## src/rtl/median5_stream_ctrl_if.sv

```systemverilog
// median5_stream_ctrl_if
// Groups the sample-side and filter-side valid/ready handshakes of the
// median5 streaming controller, together with the runtime noise threshold.
//
// Signals:
//   in_data/in_valid/in_last   sample stream from the source
//   in_ready                   controller can take a sample this cycle
//   threshold                  noise threshold, sampled when a window completes
//   out_data/out_median        filtered sample and window median
//   out_noise/out_last         center-sample noise flag, end-of-line marker
//   out_valid/out_ready        result handshake towards the downstream stage
//
// Modports:
//   slave  - the controller's view
//   master - the view of whatever drives samples and consumes results
interface median5_stream_ctrl_if #(
  parameter int DATA_WIDTH = 8
);
  logic [DATA_WIDTH-1:0] in_data;
  logic                  in_valid;
  logic                  in_last;
  logic                  in_ready;
  logic [DATA_WIDTH-1:0] threshold;
  logic [DATA_WIDTH-1:0] out_data;
  logic [DATA_WIDTH-1:0] out_median;
  logic                  out_noise;
  logic                  out_last;
  logic                  out_valid;
  logic                  out_ready;

  modport slave (
    input  in_data, in_valid, in_last, threshold, out_ready,
    output in_ready, out_data, out_median, out_noise, out_last, out_valid
  );

  modport master (
    output in_data, in_valid, in_last, threshold, out_ready,
    input  in_ready, out_data, out_median, out_noise, out_last, out_valid
  );
endinterface

```

## src/rtl/median5_stream_ctrl.sv

```systemverilog
// median5_stream_ctrl
// Shifts a sample stream through a 5-deep sliding window, sorts the window
// with a 5-input sorting network (sorter5) and registers the median. The
// window's center sample is flagged as noise when it deviates from the
// median by more than a runtime threshold. Windows never span a line
// boundary: in_last restarts the fill phase.
//
// Ports:
//   clk  - single clock, rising edge
//   rst  - synchronous, active-high reset
//   bus  - median5_stream_ctrl_if.slave (sample input, result output,
//          threshold)
//
// Optional feature macro: NOISE_REPLACE_EN
//   defined   : out_data is the median only for noisy centers, otherwise the
//               unmodified center sample (selective replacement)
//   undefined : out_data always equals out_median (plain median filter)

// sorter5: combinational 9-comparator sorting network, o1..o5 ascending.
module sorter5 #(
  parameter int DATA_WIDTH = 8
) (
  input  logic [DATA_WIDTH-1:0] i1,
  input  logic [DATA_WIDTH-1:0] i2,
  input  logic [DATA_WIDTH-1:0] i3,
  input  logic [DATA_WIDTH-1:0] i4,
  input  logic [DATA_WIDTH-1:0] i5,
  output logic [DATA_WIDTH-1:0] o1,
  output logic [DATA_WIDTH-1:0] o2,
  output logic [DATA_WIDTH-1:0] o3,
  output logic [DATA_WIDTH-1:0] o4,
  output logic [DATA_WIDTH-1:0] o5
);
  // Comparator pairs in network order; each swaps so the lower index holds
  // the smaller value.
  localparam int PA [9] = '{0, 3, 2, 2, 1, 0, 0, 1, 1};
  localparam int PB [9] = '{1, 4, 4, 3, 4, 3, 2, 3, 2};

  logic [DATA_WIDTH-1:0] v [5];
  logic [DATA_WIDTH-1:0] t;

  always_comb begin
    t    = '0;
    v[0] = i1;
    v[1] = i2;
    v[2] = i3;
    v[3] = i4;
    v[4] = i5;
    for (int k = 0; k < 9; k++) begin
      if (v[PA[k]] > v[PB[k]]) begin
        t        = v[PA[k]];
        v[PA[k]] = v[PB[k]];
        v[PB[k]] = t;
      end
    end
  end

  assign o1 = v[0];
  assign o2 = v[1];
  assign o3 = v[2];
  assign o4 = v[3];
  assign o5 = v[4];
endmodule

module median5_stream_ctrl #(
  parameter int DATA_WIDTH = 8
) (
  input logic                   clk,
  input logic                   rst,
  median5_stream_ctrl_if.slave  bus
);
  typedef enum logic {FILL, RUN} state_t;

  state_t                state;
  logic [2:0]            cnt;
  logic [DATA_WIDTH-1:0] w0, w1, w2, w3, w4;
  logic [DATA_WIDTH-1:0] out_data_q, out_median_q;
  logic                  out_noise_q, out_last_q, out_valid_q;

  logic                  accept;
  logic                  produce;
  logic [DATA_WIDTH-1:0] s1, s2, s3, s4, s5;
  logic [DATA_WIDTH:0]   center_x, median_x, diff;
  logic                  noise;
  logic [DATA_WIDTH-1:0] data_sel;

  // A new sample may enter whenever the output register is free or is
  // being drained this same cycle.
  assign bus.in_ready = !out_valid_q || bus.out_ready;
  assign accept       = bus.in_valid && bus.in_ready;
  assign produce      = accept && ((state == RUN) || (cnt == 3'd4));

  // The sorter sees the window as it will be after this cycle's shift, so
  // the result registered on the accept edge belongs to the new window.
  sorter5 #(.DATA_WIDTH(DATA_WIDTH)) u_sorter (
    .i1(w1), .i2(w2), .i3(w3), .i4(w4), .i5(bus.in_data),
    .o1(s1), .o2(s2), .o3(s3), .o4(s4), .o5(s5)
  );

  // w3 becomes the new center after the shift. The deviation is taken one
  // bit wider so the subtraction can never wrap.
  assign center_x = {1'b0, w3};
  assign median_x = {1'b0, s3};
  assign diff     = (center_x >= median_x) ? (center_x - median_x)
                                           : (median_x - center_x);
  assign noise    = diff > {1'b0, bus.threshold};

`ifdef NOISE_REPLACE_EN
  assign data_sel = noise ? s3 : w3;
`else
  assign data_sel = s3;
`endif

  // w0 and the outer sorter outputs are kept for window/debug visibility
  // but do not feed any result.
  logic unused_window;
  assign unused_window = ^{w0, s1, s2, s4, s5};

  // Fill/run sequencing, window shift and registered result stage.
  always_ff @(posedge clk) begin
    if (rst) begin
      state        <= FILL;
      cnt          <= '0;
      w0           <= '0;
      w1           <= '0;
      w2           <= '0;
      w3           <= '0;
      w4           <= '0;
      out_data_q   <= '0;
      out_median_q <= '0;
      out_noise_q  <= 1'b0;
      out_last_q   <= 1'b0;
      out_valid_q  <= 1'b0;
    end else begin
      if (accept) begin
        w0 <= w1;
        w1 <= w2;
        w2 <= w3;
        w3 <= w4;
        w4 <= bus.in_data;
        if (bus.in_last) begin
          state <= FILL;
          cnt   <= '0;
        end else if (state == FILL) begin
          if (cnt == 3'd4) begin
            state <= RUN;
            cnt   <= '0;
          end else begin
            cnt <= cnt + 3'd1;
          end
        end
      end

      if (produce) begin
        out_valid_q  <= 1'b1;
        out_data_q   <= data_sel;
        out_median_q <= s3;
        out_noise_q  <= noise;
        out_last_q   <= bus.in_last;
      end else if (bus.out_ready) begin
        out_valid_q <= 1'b0;
      end
    end
  end

  assign bus.out_data   = out_data_q;
  assign bus.out_median = out_median_q;
  assign bus.out_noise  = out_noise_q;
  assign bus.out_last   = out_last_q;
  assign bus.out_valid  = out_valid_q;
endmodule

```

## src/flat_wrapper.sv

```systemverilog
// flat-port wrapper written by rule: the top's interface ports become plain ports
module median5_stream_ctrl_flat 
#(
  parameter int DATA_WIDTH = 8
)
  (clk, rst, bus_in_data, bus_in_valid, bus_in_last, bus_threshold, bus_out_ready, bus_in_ready, bus_out_data, bus_out_median, bus_out_noise, bus_out_last, bus_out_valid);
  median5_stream_ctrl_if #(.DATA_WIDTH(DATA_WIDTH)) bus_i ();
  input logic clk;
  input logic rst;
  input wire logic [$bits(bus_i.in_data)-1:0] bus_in_data;
  input wire logic [$bits(bus_i.in_valid)-1:0] bus_in_valid;
  input wire logic [$bits(bus_i.in_last)-1:0] bus_in_last;
  input wire logic [$bits(bus_i.threshold)-1:0] bus_threshold;
  input wire logic [$bits(bus_i.out_ready)-1:0] bus_out_ready;
  output wire logic [$bits(bus_i.in_ready)-1:0] bus_in_ready;
  output wire logic [$bits(bus_i.out_data)-1:0] bus_out_data;
  output wire logic [$bits(bus_i.out_median)-1:0] bus_out_median;
  output wire logic [$bits(bus_i.out_noise)-1:0] bus_out_noise;
  output wire logic [$bits(bus_i.out_last)-1:0] bus_out_last;
  output wire logic [$bits(bus_i.out_valid)-1:0] bus_out_valid;
  assign bus_i.in_data = bus_in_data;
  assign bus_i.in_valid = bus_in_valid;
  assign bus_i.in_last = bus_in_last;
  assign bus_i.threshold = bus_threshold;
  assign bus_i.out_ready = bus_out_ready;
  assign bus_in_ready = bus_i.in_ready;
  assign bus_out_data = bus_i.out_data;
  assign bus_out_median = bus_i.out_median;
  assign bus_out_noise = bus_i.out_noise;
  assign bus_out_last = bus_i.out_last;
  assign bus_out_valid = bus_i.out_valid;
  median5_stream_ctrl #(.DATA_WIDTH(DATA_WIDTH)) u_core (.clk(clk), .rst(rst), .bus(bus_i));
endmodule
```

## config.mk

```make
export PLATFORM = sky130hd
export DESIGN_NAME = median5_stream_ctrl_flat
export DESIGN_NICKNAME = d
export VERILOG_FILES = /design/src/rtl/median5_stream_ctrl_if.sv /design/src/rtl/median5_stream_ctrl.sv /design/src/flat_wrapper.sv
export SDC_FILE = /design/constraint.sdc
export NUM_CORES = 1
export LEC_CHECK = 0
export ABC_AREA = 1
export CORE_ASPECT_RATIO = 0.6
export CORE_MARGIN = 10
export CORE_UTILIZATION = 55
export DETAILED_ROUTE_END_ITERATION = 8
export HOLD_SLACK_MARGIN = 0.05
export PLACE_DENSITY = 0.75
export SLEW_MARGIN = 20
export SYNTH_ARGS = -nofsm -noshare
export SYNTH_HDL_FRONTEND = slang
export SYNTH_SLANG_ARGS = --single-unit
```

## constraint.sdc

```tcl
create_clock -name clk -period 33.1 [get_ports clk]
set_input_delay 4.965 -clock clk [delete_from_list [all_inputs] [get_ports clk]]
set_output_delay 4.965 -clock clk [all_outputs]
set_load 0.05 [all_outputs]
```

# Word level (Yosys, flattened, before mapping)
# Cells that the tools add are included.
# classes
addsub	3
multipliers	0
div	0
order_cmp	11
n_eq_ne	2
n_shift	0
mux	20
n_bitwise	0
reduce_logical	7
# ops
operator	count
8-bit > comparator	9
8-bit 2-to-1 mux	8
16-bit 2-to-1 mux	3
8-bit by 8-bit subtractor with 9-bit output	2
9-bit by 8-bit > comparator with 1-bit output	1
3-bit 2-to-1 mux	3
9-bit 2-to-1 mux	1
8-bit >= comparator	1
1-bit 2-to-1 mux	5
3-bit by 1-bit adder with 3-bit output (second input constant)	1
3-bit equality test (second input constant)	1
1-bit logical AND	2
1-bit logical OR	2
2-bit != test (second input constant)	1
2-bit AND reduction	1
2-bit nonzero test	1
1-bit zero test	1
# word_totals
reg_bits	47
latch_bits	0
ramBits	0
mem_bits_ro	0
inputBits	21
output_inout_bits	20
elab_cells	53
memories	0

# Longest topological paths before layout
# Gate-level depths: netlist of the first run.
# logic_depth
word_depth	15
mapped_depth	96

# Cells and area by module
# A second synthesis of the first run with hierarchy kept.
# unflattened
hier_cells	1031
hier_area_um2	6214.7
# modules_own_cells
mod	instances	cells_per_inst	area_per_inst_um2	seq_area_each_um2
sorter5	1	641	3450.8	0.0
median5_stream_ctrl	1	390	2763.9	940.9

# Worst setup path before layout of the first run
# OpenSTA, ideal clock, no wires.
# synth_timing
kind	input port to flip-flop
startpoint	input bus_in_data[1]
endpoint	register u_core.out_noise_q, in the netlist u_core.bus.out_noise
setup_time_ns	0.118
t_arrival_ns	16.099
setup_slack_ns	16.884
cell_stages	75
n_path_buf	7
cell_sequence	inv_1 -> ha_1 -> nand2_1 -> nand2_1 -> nand2_1 -> nand2_1 -> nand2_1 -> nand2_1 -> nand2_2 -> clkbuf_1 -> clkbuf_1 -> nand2_1 -> o21ai_0 -> inv_1 -> ha_1 -> a21oi_1 -> nor2_1 -> a211oi_1 -> [... 39 more ...] -> a21oi_1 -> nor2_1 -> a311oi_1 -> nand2_8 -> inv_4 -> nand2_1 -> nand2_1 -> inv_1 -> ha_1 -> a21oi_1 -> o21ai_0 -> o21a_1 -> o211ai_1 -> a32oi_1 -> nor2_1 -> nand2_1 -> nor2_1 -> nor2_1
# synth_via
elab_chain_cells	15
# synth_rtl
element	line_no	text
from (decl)	flat_wrapper.sv:10	input wire logic [$bits(bus_i.in_data)-1:0] bus_in_data;
8-bit > comparator	median5_stream_ctrl.sv:50	if (v[PA[k]] > v[PB[k]]) begin
16-bit 2-to-1 mux *	median5_stream_ctrl.sv:50	
8-bit > comparator	median5_stream_ctrl.sv:50	
8-bit 2-to-1 mux	median5_stream_ctrl.sv:50	
8-bit > comparator	median5_stream_ctrl.sv:50	
16-bit 2-to-1 mux	median5_stream_ctrl.sv:50	
8-bit > comparator	median5_stream_ctrl.sv:50	
8-bit 2-to-1 mux	median5_stream_ctrl.sv:50	
8-bit > comparator	median5_stream_ctrl.sv:50	
8-bit 2-to-1 mux	median5_stream_ctrl.sv:50	
8-bit > comparator	median5_stream_ctrl.sv:50	
8-bit 2-to-1 mux *	median5_stream_ctrl.sv:50	
net u_core.data_sel[6]	median5_stream_ctrl.sv:85	logic [DATA_WIDTH-1:0] data_sel;
8-bit by 8-bit subtractor with 9-bit output, or another cell as far along	median5_stream_ctrl.sv:105	: (median_x - center_x);
9-bit 2-to-1 mux *	median5_stream_ctrl.sv:104	assign diff = (center_x >= median_x) ? (center_x - median_x)
9-bit by 8-bit > comparator with 1-bit output *	median5_stream_ctrl.sv:106	assign noise = diff > {1'b0, bus.threshold};
to (signal assigned)	median5_stream_ctrl.sv:158	out_noise_q <= noise;
to (decl)	median5_stream_ctrl.sv:78	logic out_noise_q, out_last_q, out_valid_q;
# Mark *: on every way through the listed nets, which the timed path passes. The rest lies on a longest branch.
# A chain may end at the register's enable or synchronous reset.

# Final worst setup path of the first run
# layout_timing
startpoint	input bus_in_data[7]
endpoint	register u_core.out_noise_q, in the netlist u_core.bus.out_noise
# Same word-level chain as after synthesis.

==> impl_metrics.env, run 1 <==
export IMPL_yosysUniqueCellTypes=41
export IMPL_start_kind="input port"
export IMPL_netlist_instances=906
export IMPL_drcViolationCount=0
export IMPL_wl_met3_mm=2.16
export IMPL_core_sq_um=9950
export IMPL_top_layer="met4"
export IMPL_postRouteAntennaNets=0
export IMPL_drt_total_wl_mm=18.0
export IMPL_relSlewSlack_pct=30.3
export IMPL_finish_utilization_pct=63.2
export IMPL_reg2reg_depth=63
export IMPL_port_buffers=40
export IMPL_period_share_pct=57.0
export IMPL_ios=41
export IMPL_gp_congestion=0.990
export IMPL_postCtsResizedCells=0
export IMPL_reg2reg_slack_ns=19.13
export IMPL_drive_above_1_share_pct=6.41
export IMPL_numCtsBuffers=5
export IMPL_cts_tree="yes"
export IMPL_n_antenna_cell=0
export IMPL_finalClockSkew_ns=0.00292
export IMPL_ys_ff_latch=47
export IMPL_outcome="finished clean"
export IMPL_yosysWarnings=0
export IMPL_wl_met1_mm=8.73
export IMPL_dr_total_vias=6164
export IMPL_fin_setup_tns_ns=0
export IMPL_slowest_delay_ns=0.80
export IMPL_rsz0062_at_grt="false"
export IMPL_ys_top_cells_by_count="nand2_1 (220), o21ai_0 (132), inv_1 (107)"
export IMPL_h_tree_depth=2
export IMPL_dr_wl_met2_mm=6.99
export IMPL_max_cap_violations=0
export IMPL_holdPathStages=2
export IMPL_wl_per_cell_microns=17.0
export IMPL_min_period_ns=18.86
export IMPL_viasPerCell=5.84
export IMPL_crit_fanout=32
export IMPL_chipWidth_microns=151
export IMPL_firstDrtPassIters=6
export IMPL_endpoint_kind="flop"
export IMPL_fp_dieArea_sq_um=14900
export IMPL_yosysMostFrequentCell="nand2_1"
export IMPL_hpwl_mm=14.8
export IMPL_clkSinkCount=47
export IMPL_row_count=28
export IMPL_hold_path_class="reg2reg"
export IMPL_timing_final_ws_setup_ns=14.24
export IMPL_grt_pass1_vias=5480
export IMPL_clk_pin_slew_worst_paths_ns=0.07
export IMPL_n_fill_cell=982
export IMPL_tightest_slew_ns=1.04
export IMPL_grt_max_degree=51
export IMPL_synthToLayoutAreaGrowth_pct=10.6
export IMPL_ys_seq_area_share_pct=16.6
export IMPL_synth_nets=1020
export IMPL_drt_iter0_markers=746
export IMPL_slowest_stage="o21ai_0"
export IMPL_fmax_mhz=53.0
export IMPL_dieHeight_microns=98.7
export IMPL_hold_worst_slack_ns=0.503
export IMPL_grt_pass1_wl_mm=28.9
export IMPL_drv_slew=0
export IMPL_cp_data_required_time_ns=33.28
export IMPL_clk_insertion_delay_late_ns=0.29
export IMPL_yosysTopAreaCell="ha_1"
export IMPL_syn_mean_instance_area_sq_um=6.27
export IMPL_path_common_cell="nand2_1"
export IMPL_synthesis_area_sq_um=5680
export IMPL_synthTopCellsByArea="ha_1 (20%), dfxtp_1 (17%), nand2_1 (15%)"
export IMPL_start_util_pct=57.1
export IMPL_yosysTopAreaCellShare_pct=20.0
export IMPL_async_reset_ff_share_pct=0
export IMPL_antenna_found_initial=0
export IMPL_critPathKind="in2reg"
export IMPL_grt_overflow_total=0
export IMPL_nets=1034
export IMPL_synth_ff_type="dfxtp_1"
export IMPL_synth_edf_count=0
export IMPL_cp_data_arrival_time_ns=19.05
export IMPL_clockBufferDepth=2
export IMPL_timing_hold_violations_final=0
export IMPL_dpl_worst_slack_ns=14.43
export IMPL_track_usage_pct=23.7
export IMPL_finalSetupViolCount=0
export IMPL_cts_setup_buffers=0
export IMPL_hold_buffers=0
export IMPL_cts_root_buffer="clkbuf_16"
-- area by class of cell --
cell class	instances	area (sq um)	area share, %
Multi-Input combinational cell	701	4110	65.5
Timing Repair Buffer	43	423	6.73
Inverter	122	460	7.33
Clock buffer	6	139	2.21
Clock inverter	2	38.8	0.617
Sequential cell	47	941	15.0
Tap cell	135	169	2.69
-- final timing paths --
check                                    start              endpoint
worst min-delay path             u_core.cnt[0]         u_core.cnt[0]
worst max-delay path            bus_in_data[7]  u_core.bus.out_noise
worst min register to register   u_core.cnt[0]         u_core.cnt[0]
worst max register to register    u_core.w4[5]  u_core.bus.out_noise
-- cells by family after synthesis --
kind of cell	after synthesis	share of synthesized area, %
AO/OA/AOI/OAI	253	24.0
XOR/XNOR	8	1.23
adder cells (fa/ha/maj)	93	20.7
buffers and inverters	158	11.0
flip-flops	47	16.6
AND/OR/NAND/NOR	347	26.4
-- through the flow --
| stage | cell area, sq um | cells |
|---|---|---|
| after CTS | 6280 | 1056 |
| after global placement | 6110 | 1048 |
| final | 6280 | 1056 |
| after detailed placement | 6110 | 1048 |
| after global routing | 6280 | 1056 |
| after floorplan | 5680 | 906 |
-- critical path, delay by kind of cell --
kind | cells | cell delay [ns]
AOI/OAI and AO/OA | 21 | 6.37
and+or+nand+nor | 27 | 3.33
buffers and inverters | 8 | 1.71
adders and majority gates | 8 | 2.65
-- per-layer routing --
| metal | global-route usage (%) | vias up |
|---|---|---|
| met5 | 0 | - |
| li1 | - | 3028 |
| met1 | 35.9 | 2791 |
| met4 | 2.43 | 0 |
| met2 | 32.0 | 323 |
| met3 | 7.81 | 22 |
-- state kept, by name, summed over array words and instances (netlist names) --
name / flops
u_core.bus.out_noise: 1
u_core.cnt: 3
u_core.bus.out_last: 1
u_core.w4: 8
u_core.w1: 8
u_core.state: 1
u_core.bus.out_valid: 1
u_core.w3: 8
u_core.w2: 8
u_core.bus.out_data: 8
-- cells in the final DEF (no fill, tap or decap), types with 6 or more instances in the layout --
cell type | netlist | layout
inv_1 | 107 | 106
nand4_1 | 6 | 6
nand2_2 | 19 | 19
clkdlybuf4s50_1 | 0 | 40
o211ai_1 | 8 | 8
nand2_1 | 220 | 220
nand3_1 | 28 | 28
a21oi_1 | 87 | 87
xor2_1 | 8 | 8
dfxtp_1 | 47 | 47
ha_1 | 91 | 91
o21ai_0 | 132 | 131
nor2_1 | 53 | 53
inv_2 | 12 | 12
a211oi_1 | 8 | 8
Power of run 1 is left out: the tool's default activity adds up to more than one toggle a clock period on the data nets, which glitch-free logic cannot reach.
==> run 2, diff against run 1 <==
- clock period: 33.1 -> 17.6 ns (I/O delays scaled with it)
==> impl_metrics.env, run 2 (synthesized netlist as in run 1, its figures left out) <==
export IMPL_grtUsageMet2_pct=30.0
export IMPL_synthToLayoutAreaGrowth_pct=10.5
export IMPL_finalSetupViolCount=0
export IMPL_dieHeight_microns=98.7
export IMPL_max_cap_violations=0
export IMPL_hpwl_mm=14.8
export IMPL_finalClockSkew_ns=0.00740
export IMPL_reg2reg_depth=61
export IMPL_cts_setup_buffers=0
export IMPL_reg2reg_slack_ns=3.89
export IMPL_layout_commonest_cell="nand2_1"
export IMPL_timing_hold_violations_final=0
export IMPL_met1_usage_pct=35.8
export IMPL_fmax_mhz=61.4
export IMPL_antenna_found_initial=0
export IMPL_h_tree_depth=2
export IMPL_cp_data_required_time_ns=17.78
export IMPL_nets=1034
export IMPL_r2r_start="u_core.w4[7]"
export IMPL_holdPathStages=2
export IMPL_use_met3_pct=7.63
export IMPL_gp_congestion=1.00
export IMPL_track_usage_pct=23.1
export IMPL_n_fill_cell=964
export IMPL_layout_common_cells="nand2_1 (220), o21ai_0 (131), inv_1 (106), ha_1 (91), a21oi_1 (87)"
export IMPL_start_util_pct=57.1
export IMPL_grt_pass1_wl_mm=28.2
export IMPL_hold_end="u_core.cnt[1]"
export IMPL_drt_total_wl_mm=17.7
export IMPL_period_share_pct=92.5
export IMPL_slowest_delay_ns=0.76
export IMPL_drt_iter0_markers=700
export IMPL_port_buffers=40
export IMPL_rsz0062_at_grt="false"
export IMPL_viasPerCell=5.69
export IMPL_clk_pin_slew_worst_paths_ns=0.07
export IMPL_grt_overflow_total=0
export IMPL_relSlewSlack_pct=33.6
export IMPL_clk_insertion_delay_late_ns=0.30
export IMPL_drive_above_1_share_pct=6.41
export IMPL_firstDrtPassIters=5
export IMPL_clkSinkCount=47
export IMPL_critPathKind="in2reg"
export IMPL_fin_setup_tns_ns=0
export IMPL_hold_path_class="reg2reg"
export IMPL_grt_pass1_vias=5359
export IMPL_grt_busiest_layer="met1"
export IMPL_ios=41
export IMPL_tightest_slew_ns=0.989
export IMPL_cp_data_arrival_time_ns=16.46
export IMPL_dr_total_vias=6008
export IMPL_slowest_stage="a311oi_1"
export IMPL_cts_tree="yes"
export IMPL_clockBufferDepth=2
export IMPL_start_kind="input port"
export IMPL_cts_root_buffer="clkbuf_16"
export IMPL_fp_dieArea_sq_um=14900
export IMPL_chipWidth_microns=151
export IMPL_crit_fanout=32
export IMPL_hp_start="u_core.cnt[1]"
export IMPL_path_common_cell="nand2_1"
export IMPL_finalInstanceArea_sq_um=6280
export IMPL_row_count=28
export IMPL_core_sq_um=9950
export IMPL_numCtsBuffers=5
export IMPL_min_period_ns=16.28
export IMPL_outcome="finished clean"
export IMPL_n_antenna_cell=0
export IMPL_grt_max_degree=51
export IMPL_postCtsResizedCells=0
export IMPL_drv_slew=0
export IMPL_hold_buffers=0
export IMPL_endpoint_kind="flop"
export IMPL_wl_per_cell_microns=16.8
export IMPL_postRouteAntennaNets=0
export IMPL_drcViolationCount=0
export IMPL_r2r_end="u_core.bus.out_noise"
export IMPL_placed_cell_area_sq_um=6110
## run 2: metal layers
layer / routed length (microns) / vias to the layer above
li1: - / 3030
met1: 8810 / 2702
met2: 6840 / 265
met3: 2000 / 11
met4: 74 / 0
met5: 0 / -
## run 2: final cells by class
cell class | instances | area [sq um] | area share [%]
tap | 135 | 169 | 2.69
multi-input combinational | 701 | 4110 | 65.5
clock inverter | 3 | 46.3 | 0.737
sequential | 47 | 941 | 15.0
inverter | 122 | 460 | 7.34
timing repair buffer | 43 | 423 | 6.74
clock buffer | 5 | 125 | 1.99
## run 2: worst max path at each step
stage	startpoint	slack (ns)	end	depth (start not counted)
finish	bus_in_data[7]	1.32	u_core.bus.out_noise	63
global route	bus_in_data[7]	0.22	u_core.bus.out_noise	64
CTS	bus_in_data[7]	1.69	u_core.bus.out_noise	63
detailed placement	bus_in_data[7]	1.39	u_core.bus.out_noise	63
global placement	bus_in_data[3]	1.58	u_core.bus.out_noise	64
floorplan	bus_in_data[1]	3.71	u_core.bus.out_noise	75
## run 2: per-stage QoR
step | util, % | std cells | hold slack [ns] | setup slack, ns
global route | 63.1 | 1056 | 0.529 | 0.222
detailed placement | 61.4 | 1048 | 0.485 | 1.39
floorplan | - | 906 | 0.457 | 3.71
finish | 63.1 | 1056 | 0.494 | 1.32
CTS | 63.1 | 1056 | 0.498 | 1.69
global placement | 61.4 | 1048 | 0.469 | 1.58
## run 2: critical path: cells and delay by family
kind | cells | cell delay (ns)
adder cells (fa/ha/maj) | 8 | 2.73
buffers and inverters | 7 | 1.64
AND/OR/NAND/NOR | 30 | 3.55
AO/OA/AOI/OAI | 18 | 5.87
Power of run 2 is left out for the same reason.
==> run 3, diff against run 2 <==
- CTS_CLUSTER_SIZE: default -> 25
- PLACE_DENSITY: 0.75 -> 0.78
==> impl_metrics.env, run 3 (synthesized netlist as in run 1, its figures left out) <==
export IMPL_outcome="finished clean"
export IMPL_clockBufferDepth=2
export IMPL_crit_fanout=32
export IMPL_postCtsResizedCells=0
export IMPL_clk_insertion_delay_late_ns=0.30
export IMPL_cp_data_required_time_ns=17.79
export IMPL_period_share_pct=90.3
export IMPL_port_buffers=40
export IMPL_r2r_start="u_core.w4[1]"
export IMPL_holdPathStages=2
export IMPL_clkSinkCount=47
export IMPL_hp_start="u_core.cnt[0]"
export IMPL_cts_tree="yes"
export IMPL_critPathKind="in2reg"
export IMPL_start_util_pct=57.1
export IMPL_grt_max_degree=50
export IMPL_nets=1034
export IMPL_dieHeight_microns=98.7
export IMPL_h_tree_depth=2
export IMPL_chipWidth_microns=151
export IMPL_fmax_mhz=62.9
export IMPL_fp_dieArea_sq_um=14900
export IMPL_finalClockSkew_ns=0.00822
export IMPL_grt_overflow_total=0
export IMPL_numCtsBuffers=5
export IMPL_layout_common_cells="nand2_1 (220), o21ai_0 (131), inv_1 (106), ha_1 (91), a21oi_1 (87)"
export IMPL_tightest_slew_ns=0.992
export IMPL_row_count=28
export IMPL_hpwl_mm=13.3
export IMPL_endpoint_kind="flop"
export IMPL_timing_hold_violations_final=0
export IMPL_reg2reg_depth=70
export IMPL_cp_data_arrival_time_ns=16.08
export IMPL_postRouteAntennaNets=0
export IMPL_antenna_found_initial=0
export IMPL_relSlewSlack_pct=33.5
export IMPL_grt_pass1_vias=5199
export IMPL_slowest_delay_ns=0.72
export IMPL_synthToLayoutAreaGrowth_pct=10.2
export IMPL_dr_total_vias=5837
export IMPL_ios=41
export IMPL_drt_total_wl_mm=16.1
export IMPL_hold_path_class="reg2reg"
export IMPL_max_cap_violations=0
export IMPL_fin_setup_tns_ns=0
export IMPL_viasPerCell=5.53
export IMPL_drcViolationCount=0
export IMPL_drt_iter0_markers=666
export IMPL_core_sq_um=9950
export IMPL_layout_commonest_cell="nand2_1"
export IMPL_rsz0062_at_grt="false"
export IMPL_min_period_ns=15.89
export IMPL_gp_congestion=1.02
export IMPL_finalSetupViolCount=0
export IMPL_track_usage_pct=21.9
export IMPL_slowest_stage="a311oi_1"
export IMPL_cts_setup_buffers=0
export IMPL_hold_end="u_core.cnt[0]"
export IMPL_clk_pin_slew_worst_paths_ns=0.07
export IMPL_n_fill_cell=951
export IMPL_n_antenna_cell=0
export IMPL_r2r_end="u_core.bus.out_noise"
export IMPL_cts_root_buffer="clkbuf_16"
export IMPL_firstDrtPassIters=5
export IMPL_hold_buffers=0
export IMPL_drive_above_1_share_pct=6.41
export IMPL_wl_per_cell_microns=15.3
export IMPL_reg2reg_slack_ns=4.30
export IMPL_drv_slew=0
export IMPL_start_kind="input port"
export IMPL_grt_pass1_wl_mm=26.7
export IMPL_path_common_cell="nand2_1"
## run 3: cell count changes in the layout (fill, tap and decap cells not counted), sizes merged
cell,before,now
bufinv,1,0
inv,120,121
## run 3: worst max-delay path by stage
stage,startpoint,endpoint,slack (ns),cells after the start
global placement,bus_in_data[7],u_core.bus.out_noise,1.96,69
global route,bus_in_data[5],u_core.bus.out_noise,0.43,72
detailed placement,bus_in_data[3],u_core.bus.out_noise,1.80,72
CTS,bus_in_data[3],u_core.bus.out_noise,2.12,72
floorplan,bus_in_data[1],u_core.bus.out_noise,3.71,75
finish,bus_in_data[3],u_core.bus.out_noise,1.71,71
## run 3: worst max-delay path, delay by kind of cell
kind	cells	cell delay, ns
AOI/OAI and AO/OA	19	5.68
and+or+nand+nor	34	3.55
adders and majority gates	8	2.54
buffers and inverters	10	1.64
## run 3: per-layer routing
layer	GRT usage [%]	wire length (microns)
met1	34.6	8440
met2	27.8	5780
met3	6.62	1780
met4	3.61	147
met5	0	0
## run 3: layout make-up
class	count	area [sq um]	area share (%)
Clock buffer	5	125	2.00
Clock inverter	3	27.5	0.440
Inverter	122	460	7.36
Multi-Input combinational cell	701	4110	65.7
Sequential cell	47	941	15.0
Tap cell	135	169	2.70
Timing Repair Buffer	43	423	6.76
## run 3: per-stage QoR
stage	setup slack, ns	hold slack (ns)	util [%]	instance area (sq um)	cells
final	1.71	0.486	62.9	6260	1056
after global routing	0.429	0.523	62.9	6260	1056
after CTS	2.12	0.491	62.9	6260	1056
after detailed placement	1.80	0.481	61.4	6110	1048
after global placement	1.96	0.481	61.4	6110	1048
after floorplan	3.71	0.457	-	5680	906
Power of run 3 is left out for the same reason.
